==> src/rtl/clock_divider_multi.sv <==
// Multi-channel programmable clock divider: each channel produces a 50% duty divided
// clock plus a one-cycle tick, with glitch-free divisor reloads and a global phase sync.
module clock_divider_multi #(
    parameter int NUM_CH  = 4,
    parameter int CNT_W   = 25,
    parameter int DEF_DIV = 25000
) (
    input  logic                      Clk,
    input  logic                      Rst_n,
    input  logic [NUM_CH-1:0]         En,
    input  logic [NUM_CH*CNT_W-1:0]   DivIn,
    input  logic [NUM_CH-1:0]         DivLd,
    input  logic                      Sync,
    output logic [NUM_CH-1:0]         ClkOut,
    output logic [NUM_CH-1:0]         Tick,
    output logic [NUM_CH*CNT_W-1:0]   DivAct
);

    localparam logic [CNT_W-1:0] DEF_DIV_C = CNT_W'(DEF_DIV);
    localparam logic [CNT_W-1:0] ZERO_C    = {CNT_W{1'b0}};
    localparam logic [CNT_W-1:0] ONE_C     = CNT_W'(1'b1);

    logic [CNT_W-1:0]  cnt_r  [NUM_CH];
    logic [CNT_W-1:0]  cnt_s  [NUM_CH];
    logic [CNT_W-1:0]  act_r  [NUM_CH];
    logic [CNT_W-1:0]  act_s  [NUM_CH];
    logic [CNT_W-1:0]  pend_r [NUM_CH];
    logic [CNT_W-1:0]  pend_s [NUM_CH];
    logic [NUM_CH-1:0] pendv_r;
    logic [NUM_CH-1:0] pendv_s;
    logic [NUM_CH-1:0] clk_r;
    logic [NUM_CH-1:0] clk_s;
    logic [NUM_CH-1:0] tick_r;
    logic [NUM_CH-1:0] tick_s;

    // Next-state for every channel: Sync beats disable, disable beats terminal count.
    always_comb begin
        for (int i = 0; i < NUM_CH; i++) begin
            cnt_s[i]   = cnt_r[i];
            act_s[i]   = act_r[i];
            pend_s[i]  = pend_r[i];
            pendv_s[i] = pendv_r[i];
            clk_s[i]   = clk_r[i];
            tick_s[i]  = 1'b0;

            if (Sync) begin
                cnt_s[i] = ZERO_C;
                clk_s[i] = 1'b0;
                if (pendv_r[i]) begin
                    act_s[i] = pend_r[i];
                end else begin
                    act_s[i] = act_r[i];
                end
                // A load in the sync cycle is kept for the next terminal count.
                if (DivLd[i]) begin
                    pend_s[i]  = DivIn[i*CNT_W +: CNT_W];
                    pendv_s[i] = 1'b1;
                end else begin
                    pendv_s[i] = 1'b0;
                end
            end else if (!En[i]) begin
                cnt_s[i] = ZERO_C;
                clk_s[i] = 1'b0;
                if (DivLd[i]) begin
                    act_s[i]   = DivIn[i*CNT_W +: CNT_W];
                    pendv_s[i] = 1'b0;
                end else begin
                    act_s[i]   = act_r[i];
                end
            end else if (cnt_r[i] == act_r[i]) begin
                cnt_s[i]  = ZERO_C;
                clk_s[i]  = ~clk_r[i];
                tick_s[i] = 1'b1;
                if (pendv_r[i]) begin
                    act_s[i] = pend_r[i];
                end else begin
                    act_s[i] = act_r[i];
                end
                // The terminal consumes the old pending value; a coincident load waits.
                if (DivLd[i]) begin
                    pend_s[i]  = DivIn[i*CNT_W +: CNT_W];
                    pendv_s[i] = 1'b1;
                end else begin
                    pendv_s[i] = 1'b0;
                end
            end else begin
                cnt_s[i] = cnt_r[i] + ONE_C;
                if (DivLd[i]) begin
                    pend_s[i]  = DivIn[i*CNT_W +: CNT_W];
                    pendv_s[i] = 1'b1;
                end else begin
                    pend_s[i]  = pend_r[i];
                end
            end
        end
    end

    // Channel state registers with asynchronous reset to the default divisor.
    always_ff @(posedge Clk or negedge Rst_n) begin
        if (!Rst_n) begin
            for (int i = 0; i < NUM_CH; i++) begin
                cnt_r[i]  <= ZERO_C;
                act_r[i]  <= DEF_DIV_C;
                pend_r[i] <= ZERO_C;
            end
            pendv_r <= {NUM_CH{1'b0}};
            clk_r   <= {NUM_CH{1'b0}};
            tick_r  <= {NUM_CH{1'b0}};
        end else begin
            for (int i = 0; i < NUM_CH; i++) begin
                cnt_r[i]  <= cnt_s[i];
                act_r[i]  <= act_s[i];
                pend_r[i] <= pend_s[i];
            end
            pendv_r <= pendv_s;
            clk_r   <= clk_s;
            tick_r  <= tick_s;
        end
    end

    assign ClkOut = clk_r;
    assign Tick   = tick_r;

    for (genvar g = 0; g < NUM_CH; g++) begin : g_readback
        assign DivAct[g*CNT_W +: CNT_W] = act_r[g];
    end

endmodule

==> config.mk <==
export PLATFORM = sky130hd
export DESIGN_NAME = clock_divider_multi
export DESIGN_NICKNAME = d
export VERILOG_FILES = /design/src/rtl/clock_divider_multi.sv
export SDC_FILE = /design/constraint.sdc
export NUM_CORES = 1
export LEC_CHECK = 0
export BUFFER_PORTS_ARGS = -buffer_cell sky130_fd_sc_hd__buf_4
export CAP_MARGIN = 40
export CORE_MARGIN = 2
export CORE_UTILIZATION = 45
export DETAILED_ROUTE_END_ITERATION = 10
export PLACE_DENSITY = 0.68
export SYNTH_ARGS = -nofsm -noshare
export SYNTH_HDL_FRONTEND = slang
export SYNTH_SLANG_ARGS = --single-unit
==> constraint.sdc <==
create_clock -name Clk -period 2.2 [get_ports Clk]
set_input_delay 0.22 -clock Clk [delete_from_list [all_inputs] [get_ports Clk]]
set_output_delay 0.22 -clock Clk [all_outputs]
set_load 0.03 [all_outputs]
* Word level (Yosys, flattened, before mapping)
Index checks and enable logic that the tools add are counted.
Word-level totals: bits of input ports 111, register bits 312, output and inout bits 108
Operators by class: eq/ne operators 8, $add $sub $neg 4, reduce and logical (&&, ||, !) cells 20, bitwise operators 4, muxes and demuxes 92
Operators by type and width (number):
- 25-bit two-way mux | 44
- 25-bit by 1-bit adder with 25-bit output (second input constant) | 4
- 25-bit == test | 4
- 1-bit two-way mux | 48
- 3-bit nonzero test | 8
- 2-bit AND reduction | 8
- 3-bit by 1-bit inequality test with 1-bit output (second input constant) | 4
- 2-bit nonzero test | 4
- 1-bit inverter | 4

* Depth between registers and ports, before layout
Gate-level depths: netlist (run 1).
word-level depth 4, depth in mapped cells 8, mapped depth without buffers 6

* Worst setup path before layout (run 1)
Ideal clock, no wire load.
kind reg-to-reg, start reg act_r (netlist bit DivAct[14]), end reg act_r (netlist bit DivAct[13]), data required time 2.119 ns, setup time 0.081 ns, cell stages (with the launch flop) 8, period minus slack after synthesis 2.255 ns, data arrival time 2.175 ns, buffers on the path 2, path slack -0.055 ns, cells stage by stage dfstp_2 -> xor2_1 -> nor4_2 -> nand4_2 -> or4_1 -> buf_2 -> buf_2 -> a32oi_1
Between the ends: longest elaborated chain between the ends 3
Ends and longest elaborated chain:
- start: declaration | RTL line 25 | logic [CNT_W-1:0] act_r [NUM_CH];
- start signal: indexed assignment | RTL line 112 | act_r[i] <= act_s[i];
- 25-bit == test | RTL line 70 | end else if (cnt_r[i] == act_r[i]) begin
- 3-bit by 1-bit inequality test with 1-bit output (no source line)
- 2-bit AND reduction (no source line)
Every way passes these cells. A chain may end at the register's enable or synchronous reset.

* Worst setup path after layout (run 1)
start reg act_r (netlist bit DivAct[49]), end reg act_r (netlist bit DivAct[38])
The elaborated chain is that of the path after synthesis.

==> impl_metrics.ini, run 1 <==
[die]
io_pins = 219
dieArea_mm2 = 0.0362
core_mm2 = 0.0344
num_rows = 68
start_util_pct = 45.4
die_w_um = 190
dieHeight_um = 190

[final_layout]
area_growth_pct = 32.6
area.sequential_mm2 = 0.00785
multi_input_area_mm2 = 0.00707
drive_above_1_share_pct = 27.7
fillers = 2834
final_cell_area_mm2 = 0.0207
final_nets = 1967

[critical_path]
critPathRequiredTime_ns = 2.62
end_kind = register
crit_fanout = 10
reg2reg_from = DivAct[49]$_DFFE_PN0P_
worst_setup_path_start_kind = register
crit_type = register to register
crit_path_start = DivAct[49]$_DFFE_PN0P_
crit_arrival_ns = 2.54

[clock_tree]
cts_buffers = 36
htree_levels = 2
clk_pin_slew_ns = 0.06
ctsRootBufferMaster = clkbuf_16
cts.sinks = 312
cts_tree = built
clock_latency_ns = 0.52
cts_buffer_depth = 3

[route]
wirelength_um = 44600
met3_length_um = 2240
dr_total_vias = 13100
wl_per_cell_um = 19.1
wl_met1_um = 20200
viasPerCell = 5.58
routed.top_layer = met4
drt_iter0_drc = 934
first_pass_iters = 5
drc = 0
routed-wl-met2_um = 21100
antenna_left = 0

[global_routing]
grt_overflow = 0
antenna_found_initial = 2
grt_pass1_wl_um = 71300
grt_pass1_vias = 13200
grt_max_degree = 67
grt_use_total_pct = 24.6

[power]
power.total_w = 0.0170
ir_drop_mv = 0.652
leakagePower_nw = 9.03
p_per_area_mw_per_mm2 = 821

[timing]
fmax_ghz = 0.471
setup_viol = 0
worst_pin_slew_ns = 0.575
finalCritPeriodShare_pct = 96.4
final_hold_viol_count = 0
fin_crit_ns = 2.12
max_slew_margin_pct = 61.7
maxSlewViolCount = 0
finClkSkew_ns = 0.0232
finalWorstSetupSlack_ns = 0.0783
rsz0062_at_grt = true

[yosys]
synth_area_mm2 = 0.0156
yosys_warnings = 0
synth_edf_count = 0
synth_common_cells = dfrtp_1 (288), nor2_1 (133), xor2_1 (127)
yosysTopAreaCell = dfrtp_1
syn-num-nets = 1595
synth_most_common_cell = dfrtp_1
avgSynthCellArea_um2 = 10.5
syn_inst = 1480
synth_top_area_share_pct = 46.2
yosysUniqueCellTypes = 41
synth_seq_cells = 312
ys_seq_area_share_pct = 50.3
synth_ff_type = dfrtp_1
synth_area_leaders = dfrtp_1 (46%), mux2_2 (7.2%), xor2_1 (7.1%)
synthArstFlopShare_pct = 100

[place]
place_ws_ns = 0.0721
portBuffers = 218
placed_area_mm2 = 0.0183
place.gp.congestion = 0.884
dp_hpwl_um = 30200

[run]
drv_cap = 0

[status]
status = complete, no violations

[min_path]
hp-start = En[1]
hold_path.class = primary input to register
## layer usage
| layer | vias to the layer above | GRT usage [%] |
|---|---|---|
| met3 | 65 | 3.63 |
| met2 | 374 | 39.8 |
| met4 | 0 | 7.22 |
| met1 | 6534 | 34.4 |
| li1 | 6079 | - |
| met5 | - | 0 |
## cells by family after synthesis
kind of cell | count (synthesis) | share of synthesized area (%)
and+or+nand+nor | 437 | 15.1
DFF | 312 | 50.3
adders and majority gates | 4 | 0.321
xor gates and xnor gates | 192 | 10.8
AOI/OAI and AO/OA | 252 | 11.7
muxes | 100 | 7.22
buffers and inverters | 183 | 4.64
## flip-flops by register name, summed over array words and instances (netlist names)
name and flops:
pendv_r 4, DivAct 100, pend_r 100, Tick 4, cnt_r 100, ClkOut 4
## per-stage QoR
| step | setup TNS [ns] | cells | util (%) | hold slack [ns] |
|---|---|---|---|---|
| 6_report | 0 | 2340 | 60.2 | 0.0425 |
| 4_1_cts | 0 | 2333 | 60.0 | 0.0293 |
| 3_3_place_gp | 0 | 2158 | 53.3 | 0.235 |
| 5_1_grt | -0.0213 | 2337 | 60.1 | 0.0478 |
| 2_1_floorplan | -0.0103 | 1480 | - | -0.0756 |
| 3_5_place_dp | 0 | 2160 | 53.4 | 0.236 |
## placed cells by master, fill, tap and decap left out, drive strengths merged, types with 25 or more instances in the layout
cell type    synthesis  layout
buf                 11     310
dfrtp              288     288
nor2               133     133
xor2               127     127
dlygate4sd3          0     107
inv                100     103
mux2               100     100
or3                 79      79
o21ai               79      79
a32oi               75      75
xnor2               65      65
clkbuf              72      53
nand2               37      37
nor4                37      37
nand3               36      36
nor3                31      31
a22oi               28      28
o211ai              26      26
o2111ai             25      25
nand3b              25      25
## area by class of cell
class | instances | share of cell area, %
inverter | 100 | 1.82
multi-input combinational | 985 | 34.2
antenna | 5 | 0.0605
timing repair buffer | 417 | 17.4
sequential | 312 | 38.0
clock inverter | 13 | 0.732
clock buffer | 53 | 5.06
tap | 455 | 2.75
## final timing paths
kind                                          end  slack (ns)  depth (start not counted)
setup reg to reg           DivAct[38]$_DFFE_PN1P_        0.08                          6
hold / removal              ClkOut[1]$_DFFE_PN0P_        0.04                          3
setup / recovery           DivAct[38]$_DFFE_PN1P_        0.08                          6
hold reg to reg            pend_r[73]$_DFFE_PN0P_        0.50                          1
max in group asynchronous  DivAct[39]$_DFFE_PN1P_        1.15                          3
min in group asynchronous  DivAct[11]$_DFFE_PN0P_        0.29                          2
## report_power, final
part	switching, W	internal [W]	leakage, nW
sequential	0.000668	0.00646	3.84
clock	0.00241	0.00367	0.594
combinational	0.00214	0.00164	4.60
## repair_timing
action                                  in CTS  in global routing
endpoints found under the hold margin      159                  0
buffers inserted                             0                  2
hold buffers                               107                  0
gates resized for setup                      0                 10
endpoints found under the setup margin       0                 66
## critical path, cell delays in order, from the launching register on
cell and delay, ns:
dfrtp_2 0.41, xor2_1 0.17, nor4_1 0.33, nand4_1 0.18, or4_4 0.52, buf_4 0.20
a32oi_2 0.23
Power figures use the tool's default switching activity.
==> run 2: changes to the inputs <==
--- a/config.mk
+++ b/config.mk
@@ -11,4 +11,5 @@
 export CORE_UTILIZATION = 45
 export DETAILED_ROUTE_END_ITERATION = 10
+export HOLD_SLACK_MARGIN = 0.06
 export PLACE_DENSITY = 0.68
 export SYNTH_ARGS = -nofsm -noshare
==> constraint.sdc (replaced) <==
create_clock -name Clk -period 2.2 [get_ports Clk]
set_input_delay 0.11 -clock Clk [delete_from_list [all_inputs] [get_ports Clk]]
set_output_delay 0.11 -clock Clk [all_outputs]
set_load 0.03 [all_outputs]
==> impl_metrics.ini, run 2 (synthesis results as in run 1) <==
[timing]
setup_viol = 0
finalCritPeriodShare_pct = 97.5
finClkSkew_ns = 0.0132
final_hold_viol_count = 0
fmax_ghz = 0.466
maxSlewViolCount = 0
rsz0062_at_grt = true
fin_crit_ns = 2.14
worst_pin_slew_ns = 0.683
max_slew_margin_pct = 54.3
fin_hold_ws_ns = 0.0675

[route]
wl_per_cell_um = 19.1
drt_iter0_drc = 947
routed.top_layer = met4
first_pass_iters = 5
routed-wl-met2_um = 21000
antenna_left = 0
met3_length_um = 2520
dr_total_vias = 13100
wirelength_um = 44700
drc = 0
wl_met1_um = 19900
viasPerCell = 5.61

[power]
p_per_area_mw_per_mm2 = 844
ir_drop_mv = 0.759
leakagePower_nw = 9.12

[die]
io_pins = 219
dieArea_mm2 = 0.0362
die_w_um = 190
core_mm2 = 0.0344
dieHeight_um = 190
num_rows = 68
start_util_pct = 45.4

[final_layout]
area_growth_pct = 34.3
final_nets = 1969
drive_above_1_share_pct = 28.0
finalNonFillerCells = 2340
final_common_cell = buf_4
mostFrequentLayoutCells = buf_4 (286), dfrtp_1 (276), nor2_1 (133)
fillers = 2817

[clock_tree]
ctsRootBufferMaster = clkbuf_16
htree_levels = 2
clock_latency_ns = 0.52
cts_buffers = 37
cts.sinks = 312
clk_pin_slew_ns = 0.06
cts_tree = built
cts_buffer_depth = 3

[critical_path]
critPathRequiredTime_ns = 2.62
crit_arrival_ns = 2.56
crit_family = simple AND/OR/NAND/NOR gates
path_buf_inv = 1
worst_setup_path_start_kind = register
crit_fanout = 25
crit_type = register to register
crit_chain = xor2_1 > nor4_2 > nand4_2 > or4_4 > buf_12 > a32oi_2
slowest_stage = dfstp_2
cpPeakStageDelay_ns = 0.55
end_kind = register

[place]
place.gp.congestion = 0.865
dp_hpwl_um = 30100
placed_cells = 2153
portBuffers = 218

[global_routing]
grt_use_total_pct = 24.4
grt_max_degree = 84
grt_pass1_wl_um = 71100
grt_overflow = 0
antenna_found_initial = 0
grt_pass1_vias = 13100

[status]
status = complete, no violations

[run]
drv_cap = 0

[min_path]
hold_path.class = primary input to asynchronous set/reset pin
[run 2: changes by cell type in the layout (fill, tap and decap cells not counted), moves of 3 or more]
cell / change
a32oi_1: -6
diode_2: -3
clkbuf_8: -3
dlygate4sd3_1: +3
bufinv_16: +5
a32oi_2: +6
buf_4: -5
clkbuf_16: +3
[run 2: metal layers]
metal  vias up  track usage (%)
li1       6076                -
met2       410             38.7
met1      6551             34.5
met3        93             3.74
met5         -                0
met4         0             7.25
[run 2: final timing paths]
path / from / end / slack, ns / depth (start not counted)
worst max-delay path: DivAct[7]$_DFFE_PN1P_ / DivAct[21]$_DFFE_PN0P_ / 0.06 / 6
worst min-delay path: Rst_n / pend_r[72]$_DFFE_PN0P_ / 0.07 / 2
worst max register to register: DivAct[7]$_DFFE_PN1P_ / DivAct[21]$_DFFE_PN0P_ / 0.06 / 6
worst min register to register: pend_r[35]$_DFFE_PN0P_ / pend_r[35]$_DFFE_PN0P_ / 0.50 / 1
max in group asynchronous: Rst_n / DivAct[89]$_DFFE_PN1P_ / 1.36 / 3
min in group Clk: DivIn[78] / pend_r[3]$_DFFE_PN0P_ / 0.38 / 3
[run 2: cell type report]
type,instances,area (um2),area share (%)
inverters,100,375,1.79
flip-flops and latches,312,7850,37.5
well taps,455,569,2.72
clock buffers,54,1060,5.07
diodes,2,5.00,0.0239
repair buffers,418,3660,17.5
multi-input cells,985,7140,34.1
clock inverters,14,274,1.31
[run 2: per-stage QoR]
step | area [um2] | setup TNS, ns | total power (W) | worst slack (ns) | utilization, %
after floorplan | 15600 | -0.0103 | 0.00910 | -0.00207 | -
after global placement | 18300 | 0 | 0.0107 | 0.111 | 53.1
after detailed placement | 18300 | 0 | 0.0108 | 0.0562 | 53.2
after CTS | 20700 | 0 | 0.0177 | 0.0129 | 60.3
after global routing | 20900 | -0.641 | 0.0184 | -0.0444 | 60.9
final | 20900 | 0 | 0.0177 | 0.0550 | 60.9
[run 2: where the power goes]
group	internal [W]	total (W)	switching (W)
combinational	0.00167	0.00383	0.00217
sequential	0.00646	0.00710	0.000641
clock	0.00430	0.00673	0.00244
total	0.0124	0.0177	0.00525
[run 2: repair_timing]
item	in CTS	in global routing
hold buffers	110	0
buffers inserted	0	5
endpoints found under the setup margin	0	52
endpoints found under the hold margin	497	0
gates resized for setup	0	24
==> run 3: changes to the inputs <==
- CAP_MARGIN: 40 -> not set
- GPL_TIMING_DRIVEN: not set -> 0
==> impl_metrics.ini, run 3 (synthesis results as in run 1) <==
[status]
status = complete, but fails checks
violations = setup timing

[timing]
final_hold_viol_count = 0
fin_hold_ws_ns = 0.185
finClkSkew_ns = 0.0148
finalCritPeriodShare_pct = 104
fmax_ghz = 0.437
fin_crit_ns = 2.29
finalWorstSetupSlack_ns = -0.0899
rsz0062_at_grt = true
max_slew_margin_pct = 41.5
setup_viol = 35
worst_pin_slew_ns = 0.877
maxSlewViolCount = 0

[critical_path]
end_kind = register
r2r_slack_ns = -0.09
crit_fanout = 10
cp-endpoint = DivAct[60]$_DFFE_PN0P_
r2r_cells = 6
reg2reg_from = DivAct[63]$_DFFE_PN1P_
r2r-end = DivAct[60]$_DFFE_PN0P_
critPathRequiredTime_ns = 2.63
crit_arrival_ns = 2.72
crit_type = register to register
worst_setup_path_start_kind = register
crit_path_start = DivAct[63]$_DFFE_PN1P_

[final_layout]
mostFrequentLayoutCells = buf_4 (273), dfrtp_1 (265), nor2_1 (133)
final_nets = 2019
final_common_cell = buf_4
multi_input_area_mm2 = 0.00739
area.sequential_mm2 = 0.00787
fillers = 2756
area_growth_pct = 36.3
drive_above_1_share_pct = 29.6

[global_routing]
grt_pass1_vias = 13400
grt_max_degree = 120
grt_use_total_pct = 24.7
antenna_found_initial = 0
grt_overflow = 0
grt_pass1_wl_um = 71500

[place]
place_ws_ns = -0.564
portBuffers = 218
dp_hpwl_um = 30800
place.gp.congestion = 0.886

[clock_tree]
ctsRootBufferMaster = clkbuf_16
cts_buffers = 37
cts_buffer_depth = 3
cts.sinks = 312
clk_pin_slew_ns = 0.05
cts_tree = built
htree_levels = 2
clock_latency_ns = 0.53

[die]
dieArea_mm2 = 0.0362
dieHeight_um = 190
io_pins = 219
die_w_um = 190
core_mm2 = 0.0344
num_rows = 68
start_util_pct = 45.4

[power]
leakagePower_nw = 9.12
ir_drop_mv = 0.672
p_per_area_mw_per_mm2 = 816

[run]
drv_cap = 0

[route]
drc = 0
first_pass_iters = 5
dr_total_vias = 13400
wl_per_cell_um = 19.1
antenna_left = 0
viasPerCell = 5.59
drt_iter0_drc = 787
wirelength_um = 45600

[min_path]
hold_path.class = primary input to asynchronous set/reset pin
run 3: cell count changes in the layout (fill, tap and decap cells not counted), moves of 6 or more:
cell / previous run / this run
a32oi_1: 68 / 57
a32oi_2: 7 / 18
buf_12: 16 / 2
buf_4: 286 / 273
clkbuf_1: 12 / 59
dfrtp_1: 276 / 265
dfrtp_2: 12 / 23
nor4_1: 27 / 21
run 3: final cells by class:
class,instances,area share (%)
timing repair buffer,390,15.7
buffer,77,2.01
inverter,100,1.77
multi-input combinational,986,34.8
clock buffer,51,5.04
tap,455,2.68
clock inverter,17,0.948
sequential,312,37.0
antenna,1,0.0118
run 3: repair_timing:
item	CTS	global route
gates resized for setup	75	65
endpoints found under the setup margin	185	193
cloned	4	2
hold buffers	109	0
buffers inserted	33	23
pin swaps	54	37
endpoints found under the hold margin	297	0
run 3: routing by layer:
| layer | wire (um) | global-route usage [%] |
|---|---|---|
| met5 | 0 | 0 |
| met3 | 2480 | 3.58 |
| met4 | 1670 | 9.84 |
| met1 | 19700 | 33.3 |
| met2 | 21700 | 40.3 |
run 3: stage by stage:
stage / power [W] / setup TNS [ns] / area [um2] / instances / util, %
floorplan: 0.00910 / -0.0103 / 15600 / 1480 / -
global placement: 0.0106 / -619.56 / 17800 / 2153 / 51.8
detailed placement: 0.0107 / -71.38 / 17900 / 2155 / 52.0
CTS: 0.0173 / -2.39 / 20800 / 2368 / 60.5
global route: 0.0180 / -5.72 / 21200 / 2388 / 61.8
finish: 0.0174 / -1.62 / 21300 / 2389 / 61.8
run 3: worst max-delay path, stage by stage (launching register included):
cell	delay, ns
dfstp_2	0.56
xor2_1	0.08
nor4_2	0.37
nand3_2	0.18
or4_4	0.61
buf_6	0.19
a32oi_1	0.20
run 3: power breakdown:
part,internal [W],switching [W]
combinational,0.00165,0.00216
clock,0.00390,0.00246
sequential,0.00646,0.000723
run 3: worst min-delay path by stage:
stage	startpoint	to	slack, ns	cells after the start
final	Rst_n	pend_r[52]$_DFFE_PN0P_	0.18	2
after global routing	Rst_n	pend_r[51]$_DFFE_PN0P_	0.26	2
after CTS	Rst_n	pend_r[72]$_DFFE_PN0P_	0.23	2
after detailed placement	Rst_n	DivAct[47]$_DFFE_PN0P_	0.19	1
after global placement	DivLd[2]	pendv_r[2]$_DFFE_PN0P_	0.33	2
after floorplan	Rst_n	ClkOut[0]$_DFFE_PN0P_	-0.19	0
